[config.mk]
export PLATFORM = sky130hd
export DESIGN_NAME = addsub_arbiter
export DESIGN_NICKNAME = d
export VERILOG_FILES = /design/src/rtl/addsub_arb_pkg.sv /design/src/rtl/addsub_rr_arbiter.sv /design/src/rtl/addsub_arbiter.sv
export SDC_FILE = /design/constraint.sdc
export NUM_CORES = 1
export LEC_CHECK = 0
export ABC_CLOCK_PERIOD_IN_PS = 2810
export CORE_ASPECT_RATIO = 0.5
export CORE_MARGIN = 3
export CORE_UTILIZATION = 26
export CTS_CLUSTER_SIZE = 24
export DETAILED_ROUTE_END_ITERATION = 10
export GPL_TIMING_DRIVEN = 0
export PLACE_DENSITY_LB_ADDON = 0.3
export SLEW_MARGIN = 20
export SYNTH_ARGS = -nofsm -noshare
export SYNTH_HDL_FRONTEND = slang
export SYNTH_SLANG_ARGS = --single-unit
[constraint.sdc]
create_clock -name Clock -period 2.81 [get_ports Clock]
set_input_delay 0.562 -clock Clock [delete_from_list [all_inputs] [get_ports Clock]]
set_output_delay 0.562 -clock Clock [all_outputs]
set_load 0.005 [all_outputs]
[src/rtl/addsub_arb_pkg.sv]
// Shared types for the two-requester add/sub scheduler: op bundle, lock FSM states, response tags.
package addsub_arb_pkg;

    localparam int NREQ = 2;
    localparam int OP_W = 16;

    typedef struct packed {
        logic [OP_W-1:0] a;
        logic [OP_W-1:0] b;
        logic            sub;
        logic            acc;
        logic            lock;
    } addsub_op_t;

    typedef enum logic [1:0] {
        UNLOCKED = 2'd0,
        LOCKED0  = 2'd1,
        LOCKED1  = 2'd2
    } lock_state_t;

    typedef struct packed {
        logic valid;
        logic id;
    } tag_t;

endpackage

[src/rtl/addsub_rr_arbiter.sv]
// Two-way round-robin arbiter with a per-requester lock that pins the grant to one owner.
module addsub_rr_arbiter
    import addsub_arb_pkg::*;
(
    input  logic            Clock,
    input  logic            Reset,
    input  logic [NREQ-1:0] valid_i,
    input  logic [NREQ-1:0] lock_i,
    output logic [NREQ-1:0] gnt_o,
    output logic            gnt_id_o
);

    lock_state_t state_q;
    logic        ptr_q;

    always_comb begin
        gnt_o = '0;
        unique case (state_q)
            LOCKED0: gnt_o[0] = valid_i[0];
            LOCKED1: gnt_o[1] = valid_i[1];
            default: begin
                if (&valid_i) gnt_o[ptr_q] = 1'b1;
                else          gnt_o = valid_i;
            end
        endcase
        // Nothing may transfer while reset is held.
        if (Reset) gnt_o = '0;
    end

    assign gnt_id_o = gnt_o[1];

    always_ff @(posedge Clock or posedge Reset) begin
        if (Reset) begin
            state_q <= UNLOCKED;
            ptr_q   <= 1'b0;
        end else if (|gnt_o) begin
            if (lock_i[gnt_id_o]) begin
                state_q <= gnt_id_o ? LOCKED1 : LOCKED0;
            end else begin
                state_q <= UNLOCKED;
                ptr_q   <= ~gnt_id_o;
            end
        end
    end

endmodule

[src/rtl/addsub_arbiter.sv]
// Schedules two requesters onto one pipelined add/sub datapath and routes results back by tag.
// Optional statistics counters are built when ADDSUB_ARB_STATS_EN is defined.
module addsub_arbiter
    import addsub_arb_pkg::*;
#(
    parameter int N   = 16,
    parameter int LAT = 2
)
(
    input  logic              Clock,
    input  logic              Reset,
    input  logic [NREQ-1:0]   req_valid,
    output logic [NREQ-1:0]   req_ready,
    input  logic [NREQ*N-1:0] req_a,
    input  logic [NREQ*N-1:0] req_b,
    input  logic [NREQ-1:0]   req_sub,
    input  logic [NREQ-1:0]   req_acc,
    input  logic [NREQ-1:0]   req_lock,
    output logic [NREQ-1:0]   rsp_valid,
    output logic [N-1:0]      rsp_z,
    output logic              rsp_ovf,
    output logic [N-1:0]      dp_A,
    output logic [N-1:0]      dp_B,
    output logic              dp_Sel,
    output logic              dp_AddSub,
    input  logic [N-1:0]      dp_Z,
    input  logic              dp_Overflow
`ifdef ADDSUB_ARB_STATS_EN
    ,
    output logic [15:0]       stat_ops0,
    output logic [15:0]       stat_ops1,
    output logic [15:0]       stat_ovf
`endif
);

    // Op fields are OP_W wide; N is expected to equal OP_W.
    addsub_op_t      req_op [NREQ];
    logic [NREQ-1:0] gnt;
    logic            gnt_id;
    tag_t            tag_q [LAT];

    always_comb begin
        for (int i = 0; i < NREQ; i++) begin
            req_op[i].a    = req_a[i*N +: N];
            req_op[i].b    = req_b[i*N +: N];
            req_op[i].sub  = req_sub[i];
            req_op[i].acc  = req_acc[i];
            req_op[i].lock = req_lock[i];
        end
    end

    addsub_rr_arbiter u_arb (
        .Clock    (Clock),
        .Reset    (Reset),
        .valid_i  (req_valid),
        .lock_i   ({req_op[1].lock, req_op[0].lock}),
        .gnt_o    (gnt),
        .gnt_id_o (gnt_id)
    );

    assign req_ready = gnt;

    // Issue stage: granted op drives the datapath, otherwise Z <- Z + 0 keeps the accumulator.
    always_comb begin
        dp_A      = '0;
        dp_B      = '0;
        dp_Sel    = 1'b1;
        dp_AddSub = 1'b0;
        if (|gnt) begin
            dp_A      = req_op[gnt_id].a;
            dp_B      = req_op[gnt_id].b;
            dp_Sel    = req_op[gnt_id].acc;
            dp_AddSub = req_op[gnt_id].sub;
        end
    end

    // Tag stages: follow each issued op through the datapath latency.
    always_ff @(posedge Clock or posedge Reset) begin
        if (Reset) begin
            for (int k = 0; k < LAT; k++) tag_q[k] <= '0;
        end else begin
            tag_q[0] <= '{valid: |gnt, id: gnt_id};
            for (int k = 1; k < LAT; k++) tag_q[k] <= tag_q[k-1];
        end
    end

    // Response stage: datapath result is passed straight to the owner.
    always_comb begin
        rsp_valid = '0;
        if (tag_q[LAT-1].valid) rsp_valid[tag_q[LAT-1].id] = 1'b1;
    end

    assign rsp_z   = dp_Z;
    assign rsp_ovf = dp_Overflow;

`ifdef ADDSUB_ARB_STATS_EN
    function automatic logic [15:0] sat_inc(input logic [15:0] v);
        return (v == 16'hFFFF) ? v : v + 16'd1;
    endfunction

    always_ff @(posedge Clock or posedge Reset) begin
        if (Reset) begin
            stat_ops0 <= '0;
            stat_ops1 <= '0;
            stat_ovf  <= '0;
        end else begin
            if (rsp_valid[0])              stat_ops0 <= sat_inc(stat_ops0);
            if (rsp_valid[1])              stat_ops1 <= sat_inc(stat_ops1);
            if ((|rsp_valid) && rsp_ovf)   stat_ovf  <= sat_inc(stat_ovf);
        end
    end
`endif

endmodule

==> metrics.txt <==
antenna fix cells 0; largest net degree at the start of global routing 11; Worst-Skew Late Latency 0.23 ns; worst slack, placed -0.514 ns; dpl hpwl 4140 um; Final Instance Count excl. Fillers 335; worst hold path class reg2reg; pwr dens 590 nW/um^2; Vias 1706; filler cell count in the final layout 361; clk buf depth 2; status finished, final reports clean; Synth warnings 0; fraction of layout cells with a size suffix above 1 31.0%; synthesized cell area 1170 um^2; min Tclk post-route 2.78 ns; number of enable flip-flop cells after synthesis 0; gr ovfl total 0; Die W 101 um; post-synthesis register bit count 7; clock skew 0.000152 ns; setup TNS 0 ns; total CTS buffers 3; Setup crit end kind output pin; synthesized net count 230; Starting DRT DRC Count 41; leak pwr 1.10 nW; P&R area growth vs syn 124%; Die Y 53.5 um; final setup fails 0; Worst Path Required 2.25 ns; RePlAce Congestion 0.777; Hold Vio Cnt, Final 0; routed vias/inst 5.09; vias in the first global route 1647; final core occ 63.7%; Mean Syn Cell Area 8.58 um^2; post-synthesis sequential area ratio 14.9%; Synth Instances 137; Slew Limit Fails 0; RSZ-0062 raised after global routing yes; number of remaining DRC errors 0; Core Box Area 4120 um^2; Rel. slew slack 69.0%; post-layout total power 1.55 mW; IO Port Bufs 128; top_reg_cell synth dfrtp_1; startpoint types flip-flop; initial antenna violation count 0; DIE AREA 5410 um^2; max frequency 0.360 GHz; root buf cell clkbuf_8; layout net count 375; CTS tree yes; WP data arrival 2.22 ns; Sink Count 7; worst-path maximum fanout 8; DR WL/cell 16.2 um; H-tree depth 1; Slew @ Worst Pin 0.465 ns; DRT Wirelength 5410 um; first drt pass iteration count 4; FP Rows 16; Routed Antenna Nets 0; Tcrit/Tclk final 98.8%; fin worst setup slack 0.0329 ns; cts hold-fix bufs 0; DP Cell Count 319; CTS clk-pin slew, worst paths 0.04 ns; Initial Util 28.5%; GRT Overall Usage 18.6%; total of max-cap violations 0; kind of critical path reg2out; VDD IR max 0.284 mV; IO Count 146; first-pass GRT wire length 8030 um; Synth cell types 26; Async S/R FF share, synth 100%
[report_power, final]
group	leakage, nW	switching (mW)	internal (mW)
Clock	0.0228	0.0447	0.0982
Combinational	0.988	0.610	0.634
Sequential	0.0903	0.0227	0.141
Total	1.10	0.677	0.873
[state kept, by name, indices dropped and copies added, names as in the netlist]
signal / count
tag_q: 4
u_arb.state_q: 2
u_arb.ptr_q: 1
[layout by cell type (no fill, tap or decap), types with 2 or more instances in the layout]
master,Yosys,final
clkbuf_2,0,22
clkdlybuf4s15_1,0,11
dfrtp_1,7,7
clkbuf_8,0,3
inv_1,5,3
dlygate4sd2_1,0,7
inv_4,0,2
a31oi_1,2,2
nor4b_2,0,3
nor4b_1,33,30
buf_6,5,7
clkbuf_1,10,5
a31o_1,28,28
nor2b_1,2,2
buf_2,0,4
o31ai_1,2,2
clkdlybuf4s50_1,0,90
buf_4,18,30
a31o_2,6,6
[metal layers]
metal	global-route usage, %	part of all wire, %	vias to the layer above
met4	3.75	1.6	0
met3	3.36	6.8	11
met1	22.8	40	803
met2	34.8	52	74
li1	-	-	818
met5	0	0	-
[kinds of logic after synthesis]
group,after synthesis,share of synthesized area (%)
muxes,1,0.958
DFF,7,14.9
AOI/OAI and AO/OA,39,28.1
adders and majority gates,2,2.13
and+or+nand+nor,46,31.5
buffers and inverters,42,22.4
[worst max-delay path: stages, from the launching register on]
cell	delay, ns
dfrtp_1	0.41
ha_4	0.27
and3b_2	0.25
or3_2	0.52
a31o_2	0.26
dlygate4sd2_1	0.27
[cell usage after synthesis, drive strengths merged (2+ instances only)]
| library cell | n | area (um^2) |
|---|---|---|
| a31o | 34 | 298 |
| o31ai | 2 | 15.0 |
| nor4b | 33 | 289 |
| nand3 | 2 | 10.0 |
| buf | 26 | 203 |
| dfrtp | 7 | 175 |
| inv | 5 | 18.8 |
| a31oi | 2 | 12.5 |
| clkbuf | 10 | 37.5 |
| nor2b | 2 | 12.5 |
| ha | 2 | 25.0 |
[layout make-up]
class | count | area, um^2 | area share [%]
clock buffers | 4 | 45.0 | 1.71
well taps | 54 | 67.6 | 2.57
flip-flops and latches | 7 | 175 | 6.66
repair buffers | 143 | 1300 | 49.5
inverters | 6 | 27.5 | 1.05
plain buffers | 32 | 221 | 8.42
multi-input cells | 89 | 792 | 30.1
[repair_timing]
item | in CTS | in global routing
setup buffers | 10 | 3
gates resized for setup | 79 | 44
pin swaps | 2 | 4
endpoints found under the setup margin | 36 | 35
gates cloned | 3 | 0
[through the flow]
step	instance area, um^2	hold WS [ns]
final	2630	0.342
after global routing	2630	0.359
after CTS	2650	0.346
after detailed placement	2520	0.336
after global placement	2520	0.332
after floorplan	1170	0.331
[final timing paths]
check	cells after the start	slack, ns	endpoint	start
hold / removal	0	0.34	tag_q[0]	tag_q[2]
max in group asynchronous	2	2.17	tag_q[1]	Reset
min in group asynchronous	2	0.43	u_arb.state_q[1]	Reset
setup / recovery	5	0.03	dp_A[0]	u_arb.state_q[1]
hold reg to reg	0	0.34	tag_q[0]	tag_q[2]
setup reg to reg	7	0.87	tag_q[3]	u_arb.state_q[1]
Power figures use the tool's default switching activity.
